==> src/rtl/fetch_queue.sv <==
// Instruction-byte prefetch queue: issues single-byte reads and buffers returns for the decoder.
// Latency: request to push is one cycle. mem_req is withheld when the queue plus the in-flight byte would overflow.
module fetch_queue #(
  parameter int ADDR_WIDTH = 16,
  parameter int DATA_WIDTH = 8,
  parameter int DEPTH = 4,
  parameter logic [ADDR_WIDTH-1:0] RESET_PC = 16'h0010
) (
  input  logic                    clk,
  input  logic                    reset,
  input  logic                    start,
  input  logic                    halt,
  input  logic                    redirect,
  input  logic [ADDR_WIDTH-1:0]   redirect_addr,
  input  logic                    bus_grant,
  output logic                    mem_req,
  output logic [ADDR_WIDTH-1:0]   mem_addr,
  input  logic [DATA_WIDTH-1:0]   mem_rdata,
  input  logic                    pop,
  output logic [DATA_WIDTH-1:0]   head_data,
  output logic [ADDR_WIDTH-1:0]   head_addr,
  output logic                    head_valid,
  output logic [$clog2(DEPTH):0]  count,
  output logic [ADDR_WIDTH-1:0]   fetch_addr
);
  localparam int PW = $clog2(DEPTH);
  localparam int CW = PW + 1;
  localparam logic [CW:0] DEPTH_C = (CW+1)'(DEPTH);

  typedef enum logic [1:0] {IDLE, RUN, DRAIN} state_t;

  state_t                  state;
  logic [DATA_WIDTH-1:0]   data_mem [DEPTH];
  logic [ADDR_WIDTH-1:0]   addr_mem [DEPTH];
  logic [PW-1:0]           rd_ptr;
  logic [PW-1:0]           wr_ptr;
  logic                    in_flight;
  logic [ADDR_WIDTH-1:0]   req_addr;
  logic [CW:0]             occupancy;
  logic                    push;
  logic                    do_pop;

  // The in-flight byte already owns a slot, so it counts toward occupancy.
  assign occupancy  = {1'b0, count} + {{CW{1'b0}}, in_flight};
  assign mem_req    = !reset && !redirect && (state == RUN) && bus_grant && (occupancy < DEPTH_C);
  assign mem_addr   = fetch_addr;
  assign push       = in_flight && !redirect;
  assign do_pop     = pop && (count != '0) && !redirect;
  assign head_data  = data_mem[rd_ptr];
  assign head_addr  = addr_mem[rd_ptr];
  assign head_valid = (count != '0);

  always_ff @(posedge clk) begin
    if (reset) begin
      state      <= IDLE;
      count      <= '0;
      rd_ptr     <= '0;
      wr_ptr     <= '0;
      in_flight  <= 1'b0;
      req_addr   <= '0;
      fetch_addr <= RESET_PC;
      for (int i = 0; i < DEPTH; i++) begin
        data_mem[i] <= '0;
        addr_mem[i] <= '0;
      end
    end else begin
      in_flight <= mem_req;
      if (mem_req) req_addr <= fetch_addr;

      if (redirect) begin
        // Flush everything, including a return that would land this edge.
        state      <= RUN;
        fetch_addr <= redirect_addr;
        count      <= '0;
        rd_ptr     <= '0;
        wr_ptr     <= '0;
      end else begin
        if (mem_req) fetch_addr <= fetch_addr + ADDR_WIDTH'(1);

        case (state)
          IDLE: if (start) begin
            state      <= RUN;
            fetch_addr <= RESET_PC;
          end
          RUN:   if (halt) state <= DRAIN;
          DRAIN: if (!in_flight) state <= IDLE;
          default: state <= IDLE;
        endcase

        if (push) begin
          data_mem[wr_ptr] <= mem_rdata;
          addr_mem[wr_ptr] <= req_addr;
          wr_ptr           <= wr_ptr + PW'(1);
        end
        if (do_pop) rd_ptr <= rd_ptr + PW'(1);

        case ({push, do_pop})
          2'b10:   count <= count + CW'(1);
          2'b01:   count <= count - CW'(1);
          default: count <= count;
        endcase
      end
    end
  end
endmodule

==> config.mk <==
export PLATFORM = sky130hd
export DESIGN_NAME = fetch_queue
export DESIGN_NICKNAME = d
export VERILOG_FILES = /design/src/rtl/fetch_queue.sv
export SDC_FILE = /design/constraint.sdc
export NUM_CORES = 1
export LEC_CHECK = 0
export CORE_MARGIN = 3
export CORE_UTILIZATION = 50
export DETAILED_ROUTE_END_ITERATION = 8
export PLACE_DENSITY_LB_ADDON = 0.12
export SLEW_MARGIN = 20
export SYNTH_ARGS = -nofsm -noshare
export SYNTH_HDL_FRONTEND = slang
export SYNTH_SLANG_ARGS = --single-unit
==> constraint.sdc <==
create_clock -name clk -period 3.1 [get_ports clk]
set_input_delay 0.93 -clock clk [delete_from_list [all_inputs] [get_ports clk]]
set_output_delay 0.93 -clock clk [all_outputs]
set_load 0.01 [all_outputs]
==> flow_summary_export.csv, run 1 <==
group,metric,value,unit
status,status,"completed",
clocking,cts.sinks,140,
synthesis,syn-num-nets,551,
setup_path,worstSetupPathType,"primary input to primary output",
finish,drive_gt1_share,14.0,%
synthesis,yosys_warnings,0,
setup_path,critPathMaxFanout,2,
sta,hold_viol,0,
drt,topRoutingLayerUsed,"met4",
setup_path,start_kind,"primary input",
clocking,hold_buffers,0,
synthesis,yosysTopAreaCell,"edfxtp_1",
clocking,insertion_delay,0.41,ns
synthesis,postSynthCellCount,517,
finish,final_nets,635,
sta,slew_viol_final,0,
sta,setup_violations,0,
hold_path,hold_class,"flip-flop to flip-flop",
clocking,cts_root_buf,"clkbuf_16",
synthesis,synth_area,6130,um2
synthesis,synth.top_cells.by_area,"edfxtp_1, dfxtp_1, mux4_2, nor2_1, nand2_1",
drt,postRouteAntennaNets,0,
grt,grt_pass1_wl,21100,um
finish,antennaDiodeCount,0,
setup_path,ff2ff_setup_slack,1.04,ns
sta,rsz0062_at_grt,"no",
clocking,numCtsBuffers,17,
floorplanning,core_area,11700,um2
clocking,htreeDepth,4,
clocking,post_cts_buffers,0,
synthesis,synth_top_area_share,47.0,%
drt,routedWlPerCell,16.8,um
floorplanning,die_w,117,um
floorplanning,die_h,117,um
floorplanning,io_pins,92,
sta,fin_crit_sh,97.1,%
drt,vias_per_cell,5.32,
floorplanning,row_count,39,
synthesis,yosys_most_used_dff,"edfxtp_1",
clocking,cts_tree,"done",
synthesis,yosysSeqAreaShare,61.4,%
placed_design,dp_hpwl,8110,um
sta,setup_ws,0.0891,ns
grt,track_usage,20.4,%
grt,grt_max_degree,32,
setup_path,worst_ep_required_time,2.17,ns
synthesis,async_flop_share,0,%
power_and_ir_drop,p_leak,2.94,nW
clocking,clkTransAtPathRegs,0.05,ns
synthesis,synth_edf_count,96,
sta,period_needed,3.01,ns
floorplanning,dieArea,13600,um2
sta,max-slew-margin-rel,34.4,%
power_and_ir_drop,power.density,566,nW/um2
placed_design,placed_area,7190,um2
placed_design,gp_congestion,0.824,
placed_design,numPortBuffers,91,
finish,fin_area,7790,um2
power_and_ir_drop,vdd_ir_drop_max,343,uV
drt,wl_met2,6300,um
finish,nFillCells,897,
finish,area_delta_synth_final,27.0,%
drt,wl_met3,725,um
clocking,cts.path.max_buffers,2,
setup_path,worstSetupEndpointType,"primary output",
flow_run,max_cap_viol_count,0,
synthesis,synth_area_per_cell,11.9,um2
drt,drc,0,
drt,vias,4025,
synthesis,ys_ff_latch,140,
sta,fmax,332,MHz
grt,grt_pass1_vias,4297,
drt,drt_iter0_drc,269,
floorplanning,start_util,52.4,%
drt,dr.pass1.iters,5,
finish,layout_common_cells,"edfxtp_1, clkdlybuf4s50_1, nor2_1, nand2_1, dfxtp_1",
drt,met1_length,5590,um
placed_design,pre_cts_ws,-0.180,ns
sta,fin_skew,0.00803,ns
sta,tightest_slew,0.982,ns
clocking,cts_resized,1,
grt,globalRouteOverflowTotal,0,
drt,routed_wl,12700,um
setup_path,critPathArrivalTime,2.08,ns
finish,layout_commonest_cell,"edfxtp_1",
synthesis,ys_types,51,
grt,antenna_found_initial,0,
-- sequential cells by signal (all words and copies together), names as in the netlist, named ones only --
name        cells
count           3
rd_ptr          2
fetch_addr     16
in_flight       1
addr_mem       64
data_mem       32
wr_ptr          2
req_addr       16
state           2
-- cell families (layout without fill, tap and decap cells) --
| group | Yosys count | in the layout | share of synthesized area [%] |
|---|---|---|---|
| multiplexers | 25 | 25 | 8.97 |
| flip-flops | 140 | 140 | 61.4 |
| AND/OR/NAND/NOR | 219 | 219 | 16.8 |
| buffers and inverters | 76 | 173 | 6.20 |
| XOR/XNOR | 9 | 9 | 1.28 |
| adder cells (fa/ha/maj) | 3 | 3 | 0.734 |
| AO/OA/AOI/OAI | 45 | 45 | 4.69 |
-- worst paths after layout --
path                                   from                   endpoint  depth (start not counted)
setup reg to reg      count[0]$_SDFFE_PP0P_      count[2]$_SDFFE_PP0P_                          8
hold reg to reg   req_addr[15]$_SDFFE_PP0N_  req_addr[15]$_SDFFE_PP0N_                          2
hold / removal    req_addr[15]$_SDFFE_PP0N_  req_addr[15]$_SDFFE_PP0N_                          2
setup / recovery                  bus_grant                    mem_req                          5
-- critical path, cell delays in order --
cell and delay, ns:
clkdlybuf4s50_1 0.46, and4bb_4 0.24, nand3_2 0.10, inv_2 0.07, dlygate4sd2_1 0.28
-- power breakdown --
group          switching, W  leakage, nW  internal (W)  total [W]
logic              0.000116         1.29      0.000146   0.000262
registers         0.0000386         1.35       0.00205    0.00209
clock network      0.000726        0.294       0.00133    0.00206
total              0.000881         2.94       0.00353    0.00441
-- cells in the mapped netlist, drive strengths merged (2+ instances only) --
| cell | n |
|---|---|
| xnor2 | 5 |
| clkbuf | 17 |
| dfxtp | 44 |
| a21oi | 20 |
| nand3b | 2 |
| nor2 | 81 |
| ha | 2 |
| nor2b | 3 |
| inv | 31 |
| o21bai | 4 |
| buf | 28 |
| or4 | 8 |
| nand4 | 6 |
| and4 | 2 |
| nand2b | 4 |
| or3 | 2 |
| mux4 | 24 |
| edfxtp | 96 |
| xor2 | 4 |
| a221o | 2 |
| nand2 | 77 |
| o211ai | 7 |
| and3 | 8 |
| nor3 | 4 |
| o311a | 2 |
| or2 | 2 |
| nand3 | 13 |
| o21ai | 6 |
-- per-stage QoR --
stage               util [%]  instances  setup TNS, ns  power, W  hold slack, ns
floorplan                  -        517              0   0.00224           0.437
global placement        61.3        725         -24.52   0.00239           0.452
detailed placement      61.4        725         -0.328   0.00239           0.454
CTS                     66.5        757              0   0.00444           0.460
global route            66.5        757              0   0.00455           0.499
finish                  66.5        757              0   0.00441           0.456
-- cell type report --
type                       instances  area, um2  area share, %
timing repair buffer             110       1110           14.3
clock inverter                    14        176           2.26
clock buffer                      18        429           5.51
multi-input combinational        301       2010           25.8
tap                              143        179           2.30
sequential                       140       3760           48.3
inverter                          31        116           1.49
-- metal layers --
layer  GRT usage [%]  vias to the layer above
met1            27.3                     1902
met4            6.27                        0
met2            33.0                      133
met5               0                        -
li1                -                     1980
met3            5.08                       10
(Power assumes the default switching activity.)
==> run 2: changes to the inputs <==
--- a/config.mk
+++ b/config.mk
@@ -6,9 +6,10 @@
 export NUM_CORES = 1
 export LEC_CHECK = 0
 export CORE_MARGIN = 3
-export CORE_UTILIZATION = 50
+export CORE_UTILIZATION = 47
 export DETAILED_ROUTE_END_ITERATION = 8
 export PLACE_DENSITY_LB_ADDON = 0.12
+export SETUP_SLACK_MARGIN = 0.05
 export SLEW_MARGIN = 20
 export SYNTH_ARGS = -nofsm -noshare
 export SYNTH_HDL_FRONTEND = slang
==> flow_summary_export.csv, run 2 (synthesized netlist as in run 1, its figures left out) <==
group,metric,value,unit
setup_path,worst_ep_required_time,2.17,ns
placed_design,dp_hpwl,8000,um
setup_path,worstSetupPathType,"flip-flop to primary output",
drt,vias_per_cell,5.21,
floorplanning,io_pins,92,
setup_path,critPathMaxFanout,12,
hold_path,hold_class,"flip-flop to flip-flop",
clocking,cts.sinks,140,
finish,multi_input_area,2010,um2
finish,area_delta_synth_final,29.4,%
sta,rsz0062_at_grt,"no",
grt,grt_max_degree,32,
drt,routed_wl,13000,um
setup_path,ff2ff_setup_slack,1.03,ns
flow_run,max_cap_viol_count,0,
sta,fmax,335,MHz
finish,largest_register,"addr_mem",
grt,grt_pass1_vias,4211,
drt,drt_iter0_drc,268,
setup_path,critPathArrivalTime,2.06,ns
clocking,cts_tree,"done",
floorplanning,row_count,41,
setup_path,start_kind,"flip-flop",
placed_design,numPortBuffers,91,
status,status,"completed",
sta,fin_crit_sh,96.3,%
clocking,cts_root_buf,"clkbuf_16",
placed_design,gp_congestion,0.797,
sta,hold_viol,0,
finish,largest_reg_flops,64,
power_and_ir_drop,vdd_ir_drop_max,395,uV
sta,hold_ws,0.471,ns
drt,vias,4108,
placed_design,place_inst,756,
power_and_ir_drop,p_leak,3.00,nW
grt,grt_pass1_wl,20900,um
clocking,htreeDepth,4,
power_and_ir_drop,power,0.00456,W
sta,fin_skew,0.00920,ns
clocking,clkTransAtPathRegs,0.06,ns
drt,postRouteAntennaNets,0,
sta,final.setup.tns,0,ns
finish,instances_no_fill,789,
floorplanning,die_w,120,um
finish,layout_commonest_cell,"edfxtp_1",
drt,dr.pass1.iters,4,
finish,nFillCells,1013,
drt,routedWlPerCell,16.5,um
clocking,numCtsBuffers,17,
grt,track_usage,18.7,%
finish,top_regs,"addr_mem x64, data_mem x32",
grt,globalRouteOverflowTotal,0,
sta,tightest_slew,1.02,ns
finish,layout_common_cells,"edfxtp_1, clkdlybuf4s50_1, nor2_1, nand2_1, dfxtp_1",
clocking,post_cts_buffers,0,
sta,slew_viol_final,0,
clocking,insertion_delay,0.41,ns
floorplanning,die_h,120,um
power_and_ir_drop,power.density,574,nW/um2
finish,antennaDiodeCount,0,
floorplanning,dieArea,14500,um2
finish,final_nets,638,
grt,antenna_found_initial,0,
sta,period_needed,2.99,ns
floorplanning,start_util,48.4,%
drt,drc,0,
setup_path,worstSetupEndpointType,"primary output",
sta,max-slew-margin-rel,31.6,%
finish,drive_gt1_share,14.9,%
floorplanning,core_area,12700,um2
sta,setup_violations,0,
clocking,cts.path.max_buffers,2,
finish,seqCellArea,3760,um2
==> run 2: cell count changes in the layout (fill, tap and decap cells not counted), moves of 2 or more <==
cell,delta
clkinvlp_4,-2
clkbuf_16,+6
clkinv_2,-2
clkbuf_8,+2
bufinv_16,-2
clkinv_1,-2
buf_4,+2
==> run 2: report_power, final <==
| part | leakage, nW | internal [W] | switching (W) |
|---|---|---|---|
| registers | 1.35 | 0.00205 | 0.0000377 |
| clock network | 0.335 | 0.00147 | 0.000736 |
| logic | 1.31 | 0.000147 | 0.000117 |
==> run 2: timing repair <==
action                     4_1_cts  5_1_grt
cloned                           0        1
gates resized for setup          1        1
hold buffers                     0        0
setup endpoints to repair        1       10
==> run 2: metal layers <==
| metal | up-vias | GRT usage [%] | share of wire, % |
|---|---|---|---|
| met2 | 136 | 30.3 | 48 |
| met3 | 11 | 5.24 | 6.2 |
| li1 | 1998 | - | - |
| met4 | 0 | 5.81 | 0.90 |
| met5 | - | 0 | 0 |
| met1 | 1963 | 24.8 | 45 |
==> run 2: worst max-delay path, stage by stage, from the launching register on <==
cell             delay [ns]
dfxtp_2                0.41
buf_12                 0.19
mux4_2                 0.54
clkdlybuf4s50_1        0.50
==> run 2: final timing paths <==
kind,from,to,cells past startpoint
max,flip-flop,head_addr[13],3
max reg2reg,count[0]$_SDFFE_PP0P_,count[2]$_SDFFE_PP0P_,8
min,req_addr[2]$_SDFFE_PP0N_,req_addr[2]$_SDFFE_PP0N_,2
min reg2reg,req_addr[2]$_SDFFE_PP0N_,req_addr[2]$_SDFFE_PP0N_,2
==> run 2: cell type report <==
| class | instances | area share [%] |
|---|---|---|
| Multi-Input combinational cell | 301 | 25.4 |
| Clock inverter | 7 | 1.14 |
| Sequential cell | 140 | 47.4 |
| Inverter | 31 | 1.47 |
| Clock buffer | 25 | 7.33 |
| Tap cell | 172 | 2.71 |
| Timing Repair Buffer | 113 | 14.6 |
==> run 2: stage by stage <==
step / setup WS (ns) / util, % / instance area, um2
global placement: -0.336 / 57.1 / 7230
detailed placement: -0.142 / 57.1 / 7240
CTS: 0.0568 / 62.4 / 7910
finish: 0.114 / 62.6 / 7940
global route: 0.0440 / 62.6 / 7940
floorplan: 0.191 / - / 6130
==> run 3: changes to the inputs <==
--- a/config.mk
+++ b/config.mk
@@ -8,8 +8,9 @@
 export CORE_MARGIN = 3
 export CORE_UTILIZATION = 47
 export DETAILED_ROUTE_END_ITERATION = 8
+export HOLD_SLACK_MARGIN = 0.02
 export PLACE_DENSITY_LB_ADDON = 0.12
-export SETUP_SLACK_MARGIN = 0.05
+export SETUP_SLACK_MARGIN = 0.4
 export SLEW_MARGIN = 20
 export SYNTH_ARGS = -nofsm -noshare
 export SYNTH_HDL_FRONTEND = slang
==> flow_summary_export.csv, run 3 (synthesized netlist as in run 1, its figures left out) <==
group,metric,value,unit
floorplanning,core_area,12700,um2
status,status,"completed",
grt,use_met3,5.33,%
finish,largest_register,"addr_mem",
power_and_ir_drop,p_leak,3.12,nW
hold_path,hold_class,"flip-flop to flip-flop",
placed_design,gp_congestion,0.797,
setup_path,ff2ff_setup_slack,0.88,ns
clocking,numCtsBuffers,17,
finish,nFillCells,992,
finish,largest_reg_flops,64,
floorplanning,start_util,48.4,%
placed_design,numPortBuffers,91,
sta,period_needed,2.67,ns
grt,grt_pass1_wl,21700,um
sta,final.setup.tns,0,ns
drt,postRouteAntennaNets,0,
drt,vias_per_cell,5.23,
setup_path,worstSetupPathType,"flip-flop to primary output",
setup_path,worstSetupEndpointType,"primary output",
grt,grt.busiest_layer,"met2",
drt,routed_wl,13300,um
setup_path,worst_ep_required_time,2.17,ns
finish,area_delta_synth_final,30.9,%
grt,track_usage,19.6,%
grt,grtUsageMet1,25.5,%
floorplanning,dieArea,14500,um2
floorplanning,die_h,120,um
grt,use_met2,32.5,%
clocking,cts.path.max_buffers,2,
sta,fin_crit_sh,86.0,%
drt,drc,0,
sta,setup_violations,0,
grt,antenna_found_initial,0,
drt,routedWlPerCell,16.6,um
drt,drt_iter0_drc,268,
clocking,htreeDepth,4,
floorplanning,io_pins,92,
setup_path,start_kind,"flip-flop",
clocking,clkTransAtPathRegs,0.06,ns
sta,rsz0062_at_grt,"yes",
grt,grt_max_degree,32,
grt,grt_pass1_vias,4311,
setup_path,critPathMaxFanout,6,
sta,tightest_slew,0.760,ns
placed_design,dp_hpwl,8000,um
sta,setup_ws,0.433,ns
clocking,cts.sinks,140,
floorplanning,die_w,120,um
sta,fmax,375,MHz
sta,hold_viol,0,
finish,layout_common_cells,"edfxtp_1, nor2_1, nand2_1, clkdlybuf4s50_1, dfxtp_1",
finish,antennaDiodeCount,0,
clocking,insertion_delay,0.41,ns
clocking,hold_buffers,0,
drt,vias,4196,
finish,top_regs,"addr_mem x64, data_mem x32",
power_and_ir_drop,power.density,567,nW/um2
clocking,cts_tree,"done",
flow_run,max_cap_viol_count,0,
floorplanning,row_count,41,
sta,slew_viol_final,0,
grt,globalRouteOverflowTotal,0,
placed_design,pre_cts_ws,-0.142,ns
finish,drive_gt1_share,20.8,%
clocking,cts_root_buf,"clkbuf_16",
sta,fin_skew,0.00830,ns
drt,dr.pass1.iters,5,
finish,layout_commonest_cell,"edfxtp_1",
power_and_ir_drop,vdd_ir_drop_max,398,uV
sta,max-slew-margin-rel,49.2,%
setup_path,critPathArrivalTime,1.74,ns
sta,hold_ws,0.470,ns
finish,final_nets,651,
[run 3: cell types whose count changed in the layout (fill, tap and decap cells not counted), moves of 2 or more]
cell / previous run / this run
buf_16: 0 / 3
buf_6: 0 / 8
buf_12: 5 / 7
buf_2: 0 / 18
buf_4: 16 / 24
clkdlybuf4s50_1: 90 / 63
[run 3: per-layer routing]
metal	share of wire (%)	wire [um]	vias up
li1	-	-	2029
met1	44	5890	1998
met2	48	6370	152
met3	6.5	870	17
met4	1.5	194	0
met5	0	0	-
[run 3: critical path, stage by stage (launching register included)]
cell	delay (ns)
dfxtp_4	0.40
buf_6	0.11
buf_12	0.12
mux4_2	0.53
buf_2	0.16
[run 3: where the power goes]
part	internal, W	switching, W	total, W
Combinational	0.000141	0.000119	0.000259
Sequential	0.00205	0.0000372	0.00209
Clock	0.00147	0.000739	0.00221
[run 3: repair_timing]
item / CTS / global route
resized for setup: 112 / 5
cloned: 3 / 0
endpoints found under the setup margin: 27 / 29
pin swaps: 1 / 0
buffers inserted: 11 / 0
hold endpoints to repair: 0 / 0
[run 3: area by class of cell]
cell class / instances / area, um2 / share of cell area, %
timing repair buffer: 126 / 1240 / 15.5
multi-input combinational: 301 / 2020 / 25.1
inverter: 31 / 116 / 1.45
clock buffer: 25 / 582 / 7.25
clock inverter: 7 / 90.1 / 1.12
tap: 172 / 215 / 2.68
sequential: 140 / 3770 / 46.9
[run 3: per-stage QoR]
step                power (W)  instances  util, %  cell area (um2)
floorplan             0.00224        517        -             6130
global placement      0.00239        756     57.1             7230
detailed placement    0.00239        756     57.1             7240
CTS                   0.00458        802     63.2             8000
global route          0.00469        802     63.4             8030
finish                0.00455        802     63.4             8030
[run 3: worst paths after layout]
kind | startpoint | endpoint | cells past startpoint
setup reg to reg | state[0]$_SDFFE_PP0P_ | req_addr[11]$_SDFFE_PP0N_ | 13
hold reg to reg | req_addr[9]$_SDFFE_PP0N_ | req_addr[9]$_SDFFE_PP0N_ | 2
setup / recovery | flip-flop | head_addr[14] | 4
hold / removal | req_addr[9]$_SDFFE_PP0N_ | req_addr[9]$_SDFFE_PP0N_ | 2
